[src/rtl/conv2d_tile_host.sv]
// Host-side sequencer for the 3x3 convolution engine: loads kernel and image words
// into scratchpads B/A, handshakes with the engine, then streams results out of C.
module conv2d_tile_host #(
    parameter int MAX_W  = 16,
    parameter int DATA_W = 32
) (
    input  logic              clk,
    input  logic              reset_n,
    input  logic              go,
    input  logic [7:0]        base_a,
    input  logic [7:0]        base_b,
    input  logic [7:0]        base_c,
    input  logic [4:0]        tile_w,
    input  logic [4:0]        tile_h,
    output logic              busy,
    output logic              done,
    output logic              err,
    input  logic              in_valid,
    output logic              in_ready,
    input  logic [DATA_W-1:0] in_data,
    output logic              out_valid,
    input  logic              out_ready,
    output logic [DATA_W-1:0] out_data,
    output logic              out_last,
    output logic              a_en,
    output logic              a_we,
    output logic [7:0]        a_addr,
    output logic [DATA_W-1:0] a_di,
    output logic              b_en,
    output logic              b_we,
    output logic [7:0]        b_addr,
    output logic [DATA_W-1:0] b_di,
    output logic              c_en,
    output logic              c_we,
    output logic [7:0]        c_addr,
    input  logic [DATA_W-1:0] c_dout,
    output logic              eng_start,
    input  logic              eng_done
);
    typedef enum logic [2:0] {IDLE, LOAD_B, LOAD_A, RUN, RELEASE, DRAIN, DONE} state_t;
    localparam logic [4:0] MAX_DIM = 5'(MAX_W);

    state_t            state, state_nxt;
    logic [7:0]        cfg_a, cfg_b, cfg_c;
    logic [4:0]        cfg_w, cfg_h;
    logic              err_q;
    logic [7:0]        load_cnt, area_m1, n_out, n_m1;
    logic [7:0]        rem, rd_idx, pop_idx;
    logic              armed, rd_vld_p1;
    logic [DATA_W-1:0] fifo_mem [2];
    logic              rptr, wptr;
    logic [1:0]        fifo_cnt;
    logic              cfg_ok, beat, last_b, last_a, push, pop;

    assign cfg_ok  = (tile_w >= 5'd3) && (tile_w <= MAX_DIM) &&
                     (tile_h >= 5'd3) && (tile_h <= MAX_DIM);
    // A 16x16 tile has 256 words; the 8-bit product wraps to 0 so area-1 is still 255.
    assign area_m1 = {3'd0, cfg_w} * {3'd0, cfg_h} - 8'd1;
    assign n_out   = {3'd0, cfg_w - 5'd2} * {3'd0, cfg_h - 5'd2};
    assign n_m1    = n_out - 8'd1;
    assign beat    = in_valid && in_ready;
    assign last_b  = (load_cnt == 8'd8);
    assign last_a  = (load_cnt == area_m1);
    assign push    = rd_vld_p1;
    assign pop     = out_valid && out_ready;

    assign out_valid = (fifo_cnt != 2'd0);
    assign out_data  = fifo_mem[rptr];
    assign out_last  = out_valid && (pop_idx == n_m1);
    assign c_we      = 1'b0;
    assign c_addr    = cfg_c + rd_idx;

    always_ff @(posedge clk or negedge reset_n) begin
        if (!reset_n) state <= IDLE;
        else          state <= state_nxt;
    end

    always_comb begin
        state_nxt = state;
        case (state)
            IDLE:    if (go) state_nxt = cfg_ok ? LOAD_B : DONE;
            LOAD_B:  if (beat && last_b) state_nxt = LOAD_A;
            LOAD_A:  if (beat && last_a) state_nxt = RUN;
            RUN:     if (eng_done) state_nxt = RELEASE;
            RELEASE: if (!eng_done) state_nxt = DRAIN;
            DRAIN:   if (pop && (pop_idx == n_m1)) state_nxt = DONE;
            DONE:    state_nxt = IDLE;
            default: state_nxt = IDLE;
        endcase
    end

    // One read can be in flight; the FIFO always has room for it when it lands.
    always_comb begin
        in_ready  = 1'b0;
        eng_start = 1'b0;
        done      = 1'b0;
        err       = 1'b0;
        c_en      = 1'b0;
        case (state)
            LOAD_B, LOAD_A: in_ready = 1'b1;
            RUN:            eng_start = 1'b1;
            DRAIN:          c_en = armed && (rem != 8'd0) &&
                                   (({1'b0, fifo_cnt} + {2'b00, rd_vld_p1} - {2'b00, pop}) < 3'd2);
            DONE: begin
                done = 1'b1;
                err  = err_q;
            end
            default: ;
        endcase
    end

    always_ff @(posedge clk or negedge reset_n) begin
        if (!reset_n) begin
            busy      <= 1'b0;
            err_q     <= 1'b0;
            cfg_a     <= '0;
            cfg_b     <= '0;
            cfg_c     <= '0;
            cfg_w     <= '0;
            cfg_h     <= '0;
            load_cnt  <= '0;
            armed     <= 1'b0;
            rem       <= '0;
            rd_idx    <= '0;
            pop_idx   <= '0;
            rd_vld_p1 <= 1'b0;
            rptr      <= 1'b0;
            wptr      <= 1'b0;
            fifo_cnt  <= '0;
        end else begin
            if (state == IDLE && go) begin
                err_q   <= !cfg_ok;
                busy    <= cfg_ok;
                cfg_a   <= base_a;
                cfg_b   <= base_b;
                cfg_c   <= base_c;
                cfg_w   <= tile_w;
                cfg_h   <= tile_h;
                rd_idx  <= '0;
                pop_idx <= '0;
            end else if (state == DONE) begin
                busy <= 1'b0;
            end

            if (state == IDLE)  load_cnt <= '0;
            else if (beat)      load_cnt <= (state == LOAD_B && last_b) ? 8'd0 : load_cnt + 8'd1;

            // First DRAIN cycle arms the read counter; reads start on the second.
            if (state == DRAIN) begin
                if (!armed) begin
                    armed <= 1'b1;
                    rem   <= n_out;
                end else if (c_en) begin
                    rem <= rem - 8'd1;
                end
            end else begin
                armed <= 1'b0;
            end

            if (c_en) rd_idx  <= rd_idx + 8'd1;
            if (pop)  pop_idx <= pop_idx + 8'd1;
            rd_vld_p1 <= c_en;

            if (push) wptr <= ~wptr;
            if (pop)  rptr <= ~rptr;
            case ({push, pop})
                2'b10:   fifo_cnt <= fifo_cnt + 2'd1;
                2'b01:   fifo_cnt <= fifo_cnt - 2'd1;
                default: fifo_cnt <= fifo_cnt;
            endcase
        end
    end

    always_ff @(posedge clk or negedge reset_n) begin
        if (!reset_n) begin
            fifo_mem[0] <= '0;
            fifo_mem[1] <= '0;
        end else if (push) begin
            fifo_mem[wptr] <= c_dout;
        end
    end

    // Write ports: accepted beat in cycle t appears on the scratchpad port in t+1.
    always_ff @(posedge clk or negedge reset_n) begin
        if (!reset_n) begin
            a_en   <= 1'b0;
            a_we   <= 1'b0;
            a_addr <= '0;
            a_di   <= '0;
            b_en   <= 1'b0;
            b_we   <= 1'b0;
            b_addr <= '0;
            b_di   <= '0;
        end else begin
            a_en <= (state == LOAD_A) && beat;
            a_we <= (state == LOAD_A) && beat;
            b_en <= (state == LOAD_B) && beat;
            b_we <= (state == LOAD_B) && beat;
            if (state == LOAD_A && beat) begin
                a_addr <= cfg_a + load_cnt;
                a_di   <= in_data;
            end
            if (state == LOAD_B && beat) begin
                b_addr <= cfg_b + load_cnt;
                b_di   <= in_data;
            end
        end
    end
endmodule

[config.mk]
export PLATFORM = sky130hd
export DESIGN_NAME = conv2d_tile_host
export DESIGN_NICKNAME = d
export VERILOG_FILES = /design/src/rtl/conv2d_tile_host.sv
export SDC_FILE = /design/constraint.sdc
export NUM_CORES = 1
export LEC_CHECK = 0
export CORE_UTILIZATION = 57
export DETAILED_ROUTE_END_ITERATION = 6
export PLACE_DENSITY = 0.84
export SYNTH_ARGS = -nofsm -noshare
export SYNTH_HDL_FRONTEND = slang
export SYNTH_SLANG_ARGS = --single-unit
[constraint.sdc]
create_clock -name clk -period 9.2 [get_ports clk]
set_input_delay 1.84 -clock clk [delete_from_list [all_inputs] [get_ports clk]]
set_output_delay 1.84 -clock clk [all_outputs]
set_load 0.05 [all_outputs]
# Word-level counts from Yosys, hierarchy flattened

Cells that the tools add are included.

Add/subtract/negate cells: 15
$mul: 2
Magnitude comparators: 8
Equality and inequality tests: 18
Muxes and demuxes: 31
Bitwise operators: 4
Reductions and logical operators: 28

Operators by type and width:

| cell                  | number |
|---|---|
| $mux W32              | 4 |
| $bwmux W64            | 1 |
| $mux W8               | 8 |
| $demux W32 S1         | 1 |
| $add A8 B1 Y8 const B | 3 |
| $add A8 B8 Y8         | 3 |
| $sub A8 B1 Y8 const B | 3 |
| $mux W3               | 7 |
| $pmux W3 S6           | 1 |
| $eq A8 B8 Y1          | 2 |
| $logic_and A1 B1 Y1   | 16 |
| $mul A5 B5 Y8         | 2 |
| $ne A2 B2 Y1 const B  | 7 |
| $reduce_bool A2 Y1    | 6 |
| $ge A5 B2 Y1 const B  | 2 |
| $le A5 B5 Y1 const B  | 2 |
| $sub A5 B2 Y5 const B | 2 |
| $eq A3 B3 Y1 const B  | 3 |
| $eq A8 B4 Y1 const B  | 1 |
| $mux W1               | 8 |
| $reduce_bool A8 Y1    | 1 |
| $eq A3 B2 Y1 const B  | 2 |
| $reduce_and A6 Y1     | 1 |
| $ge A2 B2 Y1 const B  | 2 |
| other kinds (16)      | 18 |

Register bits after elaboration: 223
Bits of input ports: 104

# Depth between registers and ports, before layout

Gate-level depths: netlist of the first run.

Word-level depth: 8
Depth in mapped cells: 18
Mapped depth without buffers: 17

# Least setup slack after synthesis of the first run

No wires, ideal clock.

Kind: register -> output
Start: register cfg_w[1]
End: output out_last
Data arrival time: 4.885 ns
Slack: 2.475 ns
Cell stages (with the launch flop): 16
Buffers on the path: 1
Cell sequence: dfrtp_1 -> clkbuf_1 -> inv_1 -> ha_1 -> or2_2 -> fa_1 -> fa_1 -> fa_1 -> inv_1 -> ha_1 -> xnor2_1 -> nand2_1 -> or4_4 -> a21o_2 -> and3b_1 -> o211a_1

Cells in the longest elaborated chain, start to end: 5

RTL lines:

| what                   | RTL line | text |
|---|---|---|
| start, declared        | 45       | `logic [4:0] cfg_w, cfg_h;` |
| start signal, assigned | 137      | `cfg_w <= tile_w;` |
| $sub A5 B2 Y5          | 59       | `assign n_out = {3'd0, cfg_w - 5'd2} * {3'd0, cfg_h - 5'd2};` |
| $mul A5 B5 Y8          | 59       |  |
| $sub A8 B1 Y8          | 60       | `assign n_m1 = n_out - 8'd1;` |
| $eq A8 B8 Y1           | 69       | `assign out_last = out_valid && (pop_idx == n_m1);` |
| $logic_and A1 B1 Y1    | 69       |  |
| end, declared          | 24       | `output logic out_last,` |

Every way passes these cells.

# Worst setup path after layout of the first run

Start: register cfg_h[1]
End: output out_last

Cells in the longest elaborated chain, start to end: 5

RTL lines:

| what                   | RTL line | text |
|---|---|---|
| start, declared        | 45       |  |
| start signal, assigned | 138      | `cfg_h <= tile_h;` |
| $sub A5 B2 Y5          | 59       |  |
| $mul A5 B5 Y8          | 59       |  |
| $sub A8 B1 Y8          | 60       |  |
| $eq A8 B8 Y1           | 69       |  |
| $logic_and A1 B1 Y1    | 69       |  |

Every way passes these cells.

==> results of run 1 <==
## cell usage in the layout (no fill, tap or decap), types with 3 or more instances in the layout
cell	netlist	final
sky130_fd_sc_hd__and2_1	15	15
sky130_fd_sc_hd__o21bai_1	8	8
sky130_fd_sc_hd__o21ai_0	56	56
sky130_fd_sc_hd__inv_1	59	59
sky130_fd_sc_hd__nand4_1	11	11
sky130_fd_sc_hd__and3_1	7	7
sky130_fd_sc_hd__or2_2	3	3
sky130_fd_sc_hd__clkdlybuf4s50_1	0	234
sky130_fd_sc_hd__fa_1	24	24
sky130_fd_sc_hd__clkinv_1	3	3
sky130_fd_sc_hd__clkinv_2	0	7
sky130_fd_sc_hd__clkbuf_1	38	3
sky130_fd_sc_hd__ha_1	57	57
sky130_fd_sc_hd__a21o_1	14	14
sky130_fd_sc_hd__xnor2_1	38	38
sky130_fd_sc_hd__mux2i_1	5	5
sky130_fd_sc_hd__mux2_2	96	96
sky130_fd_sc_hd__dfrtp_1	223	223
sky130_fd_sc_hd__xor2_1	25	25
sky130_fd_sc_hd__nor2_1	47	46
sky130_fd_sc_hd__clkbuf_16	0	25
sky130_fd_sc_hd__nand3_1	9	9
sky130_fd_sc_hd__a31oi_1	9	9
sky130_fd_sc_hd__nor2b_1	8	8
sky130_fd_sc_hd__nor3_1	10	10
sky130_fd_sc_hd__o21ai_1	12	12
sky130_fd_sc_hd__nand2_1	349	348
sky130_fd_sc_hd__a211o_1	3	3
sky130_fd_sc_hd__nor3b_1	3	3
sky130_fd_sc_hd__a21oi_1	29	29
sky130_fd_sc_hd__buf_4	4	8
sky130_fd_sc_hd__bufinv_16	0	4
sky130_fd_sc_hd__nand2b_1	6	6
sky130_fd_sc_hd__nor4_1	4	4
## worst reg2reg max path: stages (launching register included)
cell and delay [ps]:
sky130_fd_sc_hd__dfrtp_1 520, sky130_fd_sc_hd__inv_1 160, sky130_fd_sc_hd__ha_1 230, sky130_fd_sc_hd__xnor2_1 390, sky130_fd_sc_hd__or2_2 210, sky130_fd_sc_hd__fa_1 440
sky130_fd_sc_hd__fa_1 510, sky130_fd_sc_hd__fa_1 540, sky130_fd_sc_hd__inv_1 40, sky130_fd_sc_hd__ha_1 330, sky130_fd_sc_hd__xnor2_1 430, sky130_fd_sc_hd__nand2_1 230
sky130_fd_sc_hd__or4_4 570, sky130_fd_sc_hd__nand3_2 100, sky130_fd_sc_hd__o2111ai_2 150, sky130_fd_sc_hd__a211o_1 320
## kinds of logic (layout without fill, tap and decap cells)
kind of cell	Yosys count	after routing	synth area share, %
multiplexers	101	101	9.43
flip-flops	223	223	46.5
other	1	2	0.0313
adder cells (fa/ha/maj)	82	82	10.0
buffers and inverters	117	350	4.06
AND/OR/NAND/NOR	482	482	16.9
AO/OA/AOI/OAI	155	155	8.01
XOR/XNOR	65	65	5.04
## through the flow
stage	setup slack (ps)	util [%]	hold slack, ps	std cells	cell area (um^2)
detailed placement	1590	71.0	462	1685	14500
floorplan	2470	-	452	1226	12000
CTS	1020	75.2	477	1729	15400
finish	1020	75.2	475	1730	15400
global route	668	75.2	492	1730	15400
global placement	1690	71.0	456	1685	14500
## per-layer routing
| metal | wire (um) | GRT usage [%] |
|---|---|---|
| met4 | 978 | 9.54 |
| met3 | 1440 | 4.04 |
| met2 | 14700 | 48.5 |
| met1 | 12000 | 33.8 |
| met5 | 0 | 0 |
## how the worst max path moves through the flow
stage               end  cells past startpoint
2_1_floorplan  out_last                     15
3_3_place_gp   out_last                     16
3_5_place_dp   out_last                     16
4_1_cts        out_last                     16
5_1_grt        out_last                     16
6_report       out_last                     16
## cell type report
class	count	area, um^2
Antenna cell	1	2.50
Clock buffer	30	664
Clock inverter	14	190
Fill cell	1452	5060
Inverter	63	236
Multi-Input combinational cell	886	5940
Sequential cell	223	5580
Tap cell	270	338
Timing Repair Buffer	243	2420
==> results.py, run 1 <==
metrics = {
    "run_status": {
        "status": "complete, no violations",
    },
    "critical_path": {
        "cpMostUsedCell": "sky130_fd_sc_hd__fa_1",
        "timing.critical_path.from_type": "flop",
        "worstPathCellList": "inv_1, ha_1, xnor2_1, or2_2, fa_1, fa_1, fa_1, inv_1, ha_1, xnor2_1, nand2_1, or4_4, a21o_2, and3b_1, o211a_1, clkdlybuf4s50_1",
        "cpLargestDelayFamily": "adder cells",
        "r2r_end": "state[0]",
        "critical_path_buf_inv_count": 3,
        "setup.worst_path.start": "cfg_h[1]",
        "worstReg2RegStart": "cfg_h[1]",
        "cp_data_required_time_ps": 7360,
        "crit_path_top_delay_cell": "sky130_fd_sc_hd__clkdlybuf4s50_1",
        "critPathMaxFanout": 10,
        "setup.reg_to_reg.worst_slack_ps": 3930,
        "crit_type": "flop to output port",
        "worstPathArrival_ps": 6340,
        "timing.reg2reg.worst_path_depth": 15,
        "critPathCaptureType": "output port",
        "cpPeakStageDelay_ps": 690,
    },
    "clock_network": {
        "holdBufCountCts": 0,
        "clkTransAtPathRegs_ps": 60,
        "cts_setup_buffers": 0,
        "clk_root_buffer_cell": "sky130_fd_sc_hd__clkbuf_16",
        "cts.sink_count": 223,
        "cts_htree_levels": 1,
        "clk_latency_ps": 530,
        "cts_buffers": 25,
        "postCtsResizedCells": 0,
        "clock_path_buffers": 3,
        "cts_tree": "built",
    },
    "layout": {
        "biggestRegsByFlops": "fifo_mem (64), a_di (32), b_di (32)",
        "final_net_count": 1627,
        "syn_to_final_growth_pct": 28.1,
        "proportion_of_layout_cells_with_a_drive_suffix_above_1_pct": 11.1,
        "largest_register_ffs": 64,
        "top_register": "fifo_mem",
    },
    "floorplanning": {
        "core_region_area_um2": 20400,
        "die_area_um2": 21600,
        "fp-row-count": 52,
        "boundaryPins": 237,
        "initial_utilization_pct": 58.7,
        "chipWidth_um": 147,
        "die_height_um": 147,
    },
    "place": {
        "numPortBuffers": 235,
        "place.detailed.hpwl_um": 20500,
        "place.gp.congestion": 0.860,
    },
    "synth": {
        "synth-seq-area-share_pct": 46.5,
        "yosys_most_used_dff": "sky130_fd_sc_hd__dfrtp_1",
        "synth.most_common_cell": "sky130_fd_sc_hd__nand2_1",
        "synthTopCellsByCount": "349 x sky130_fd_sc_hd__nand2_1, 223 x sky130_fd_sc_hd__dfrtp_1, 96 x sky130_fd_sc_hd__mux2_2",
        "asyncSetResetFlopFracSynth_pct": 100,
        "synthTopCellsByArea": "sky130_fd_sc_hd__dfrtp_1 47%, sky130_fd_sc_hd__nand2_1 11%, sky130_fd_sc_hd__mux2_2 9.0%",
        "mappedNetlistNets": 1411,
        "synth_top_area_cell": "sky130_fd_sc_hd__dfrtp_1",
        "netlist-cell-type-count": 67,
        "netlist.area_leader.share_pct": 46.5,
        "postSynthCellCount": 1226,
        "synthesis.area_um2": 12000,
        "synth.ff_latch_count": 223,
        "yosys_warnings": 0,
        "synth_area_per_cell_um2": 9.79,
        "synth_edf_count": 0,
    },
    "sta": {
        "final_hold_viol_count": 0,
        "min_period_over_period_pct": 88.9,
        "finalSetupViolations": 0,
        "timing.clock.skew_ps": 11.1,
        "maximum_clock_rate_mhz": 122,
        "timing.final.max_slew_violations": 0,
        "slew_headroom_pct": 25.8,
        "setup_repair_after_global_routing_missed_its_margin": "no",
        "fin_tns_setup_ps": 0,
        "finalWorstPathRequiredPeriod_ps": 8180,
        "worst_slew_pin_slew_ps": 1110,
    },
    "drt": {
        "detail_route.first_pass.iterations": 5,
        "routed_wire_length_per_instance_um": 16.8,
        "vias_per_cell": 5.44,
        "drt_wl_total_um": 29100,
        "route.detailed.drc": 0,
        "ant_nets": 0,
        "route.vias.total": 9403,
        "detailedRoute.firstIterationViolations": 401,
    },
    "global_route": {
        "grt_pass1_vias": 9676,
        "grt_usage_pct": 27.3,
        "grt_max_degree": 125,
        "grt_overflow": 0,
        "grt_pass1_wl_um": 47500,
        "antenna_found_initial": 1,
    },
    "hold_path": {
        "holdCritStartpoint": "b_di[23]",
        "min_delay_worst_endpoint": "b_di[23]",
        "cells_on_worst_hold_path": 2,
        "min_path_type": "flop to flop",
    },
    "flow_run": {
        "maxCapViolCount": 0,
    },
}
Power of run 1 is left out: the tool's default activity adds up to more than one toggle a clock period on the data nets, which glitch-free logic cannot reach.
==> run 2, diff against run 1 <==
Settings changed: MAX_ROUTING_LAYER set to met4.
==> results.py, run 2 (synthesis results as in run 1) <==
metrics = {
    "hold_path": {
        "min_path_type": "flop to flop",
    },
    "layout": {
        "top_register": "fifo_mem",
        "finalInstanceArea_um2": 15300,
        "largest_register_ffs": 64,
        "mostFrequentLayoutCell": "sky130_fd_sc_hd__nand2_1",
        "biggestRegsByFlops": "fifo_mem (64), a_di (32), b_di (32)",
        "syn_to_final_growth_pct": 27.9,
        "fill_cells": 1422,
        "final_net_count": 1627,
        "leading_cell_types_in_the_layout_fill_and_taps_excluded": "348 x sky130_fd_sc_hd__nand2_1, 234 x sky130_fd_sc_hd__clkdlybuf4s50_1, 223 x sky130_fd_sc_hd__dfrtp_1",
        "proportion_of_layout_cells_with_a_drive_suffix_above_1_pct": 11.2,
    },
    "sta": {
        "slew_headroom_pct": 28.8,
        "finalSetupViolations": 0,
        "final_hold_viol_count": 0,
        "setup_repair_after_global_routing_missed_its_margin": "no",
        "finalWorstPathRequiredPeriod_ps": 8160,
        "timing.final.max_slew_violations": 0,
        "min_period_over_period_pct": 88.7,
        "maximum_clock_rate_mhz": 123,
        "fin_tns_setup_ps": 0,
        "timing.clock.skew_ps": 23.5,
        "worst_slew_pin_slew_ps": 1060,
    },
    "critical_path": {
        "critical_path_buf_inv_count": 3,
        "crit_type": "flop to output port",
        "cp_data_required_time_ps": 7360,
        "crit_path_top_delay_cell": "sky130_fd_sc_hd__clkdlybuf4s50_1",
        "timing.critical_path.from_type": "flop",
        "worstPathArrival_ps": 6320,
        "critPathCaptureType": "output port",
        "cpLargestDelayFamily": "adder cells",
        "cpPeakStageDelay_ps": 690,
        "cpMostUsedCell": "sky130_fd_sc_hd__fa_1",
        "critPathMaxFanout": 10,
        "worstPathCellList": "inv_1, ha_1, xnor2_1, or2_2, fa_1, fa_1, fa_1, inv_1, ha_1, xnor2_1, nand2_1, or4_4, a21o_2, and3b_1, o211a_1, clkdlybuf4s50_1",
    },
    "drt": {
        "drt_wl_total_um": 29700,
        "route.detailed.drc": 0,
        "routed_wire_length_per_instance_um": 17.1,
        "detailedRoute.firstIterationViolations": 390,
        "vias_per_cell": 5.49,
        "ant_nets": 0,
        "detail_route.first_pass.iterations": 5,
        "route.vias.total": 9515,
    },
    "clock_network": {
        "cts_buffers": 25,
        "postCtsResizedCells": 0,
        "cts_htree_levels": 1,
        "cts.sink_count": 223,
        "cts_tree": "built",
        "clk_latency_ps": 530,
        "clk_root_buffer_cell": "sky130_fd_sc_hd__clkbuf_16",
        "cts_setup_buffers": 0,
        "clkTransAtPathRegs_ps": 60,
        "holdBufCountCts": 0,
        "clock_path_buffers": 3,
    },
    "global_route": {
        "grt_overflow": 0,
        "grt_pass1_vias": 9700,
        "grt_pass1_wl_um": 49000,
        "grt_max_degree": 104,
        "antenna_found_initial": 1,
        "grt_usage_pct": 28.9,
    },
    "place": {
        "place.detailed.hpwl_um": 20700,
        "place.gp.congestion": 0.884,
        "numPortBuffers": 235,
        "placedInstanceArea_um2": 14500,
    },
    "floorplanning": {
        "die_area_um2": 21600,
        "core_region_area_um2": 20400,
        "chipWidth_um": 147,
        "initial_utilization_pct": 58.7,
        "fp-row-count": 52,
        "boundaryPins": 237,
        "die_height_um": 147,
    },
    "flow_run": {
        "maxCapViolCount": 0,
    },
    "run_status": {
        "status": "complete, no violations",
    },
}
[run 2: worst paths after layout]
kind	startpoint	endpoint	slack, ps	cells past startpoint
setup / recovery	cfg_h[1]	out_last	1040	16
hold / removal	a_di[24]	a_di[24]	480	2
setup reg to reg	cfg_h[1]	state[0]	3920	15
hold reg to reg	a_di[24]	a_di[24]	480	2
max in group asynchronous	reset_n	fifo_mem[37]	6390	2
min in group asynchronous	reset_n	cfg_c[2]	1350	1
[run 2: worst reg2reg max path, cell delays in order, from the launching register on]
cell	delay, ps
sky130_fd_sc_hd__dfrtp_1	520
sky130_fd_sc_hd__inv_1	160
sky130_fd_sc_hd__ha_1	240
sky130_fd_sc_hd__xnor2_1	200
sky130_fd_sc_hd__or2_2	330
sky130_fd_sc_hd__fa_1	490
sky130_fd_sc_hd__fa_1	520
sky130_fd_sc_hd__fa_1	550
sky130_fd_sc_hd__inv_1	40
sky130_fd_sc_hd__ha_1	330
sky130_fd_sc_hd__xnor2_1	430
sky130_fd_sc_hd__nand2_1	220
sky130_fd_sc_hd__or4_4	570
sky130_fd_sc_hd__nand3_2	100
sky130_fd_sc_hd__o2111ai_2	150
sky130_fd_sc_hd__a211o_1	320
[run 2: per-layer routing]
| metal | global-route usage [%] | wire length [um] | vias up |
|---|---|---|---|
| met5 | - | 0 | - |
| met4 | 9.54 | 808 | 0 |
| met3 | 4.16 | 1730 | 56 |
| met2 | 49.5 | 15100 | 341 |
| met1 | 35.1 | 12000 | 4628 |
| li1 | - | - | 4490 |
[run 2: metrics by stage]
step                      hold slack (ps)  std cells  worst slack, ps  utilization, %
after floorplan                       452       1226             2470               -
after global placement                457       1685             1680            71.0
after detailed placement              461       1685             1630            71.0
after CTS                             477       1731             1050            75.1
after global routing                  493       1732              696            75.1
final                                 476       1732             1040            75.1
[run 2: layout make-up]
| cell class | count | area [um^2] | share of cell area [%] |
|---|---|---|---|
| timing repair buffer | 243 | 2420 | 15.8 |
| antenna | 1 | 2.50 | 0.0163 |
| sequential | 223 | 5580 | 36.4 |
| clock buffer | 32 | 682 | 4.44 |
| multi-input combinational | 886 | 5940 | 38.7 |
| clock inverter | 14 | 153 | 0.995 |
| tap | 270 | 338 | 2.20 |
| inverter | 63 | 236 | 1.54 |
Power of run 2 is left out for the same reason.
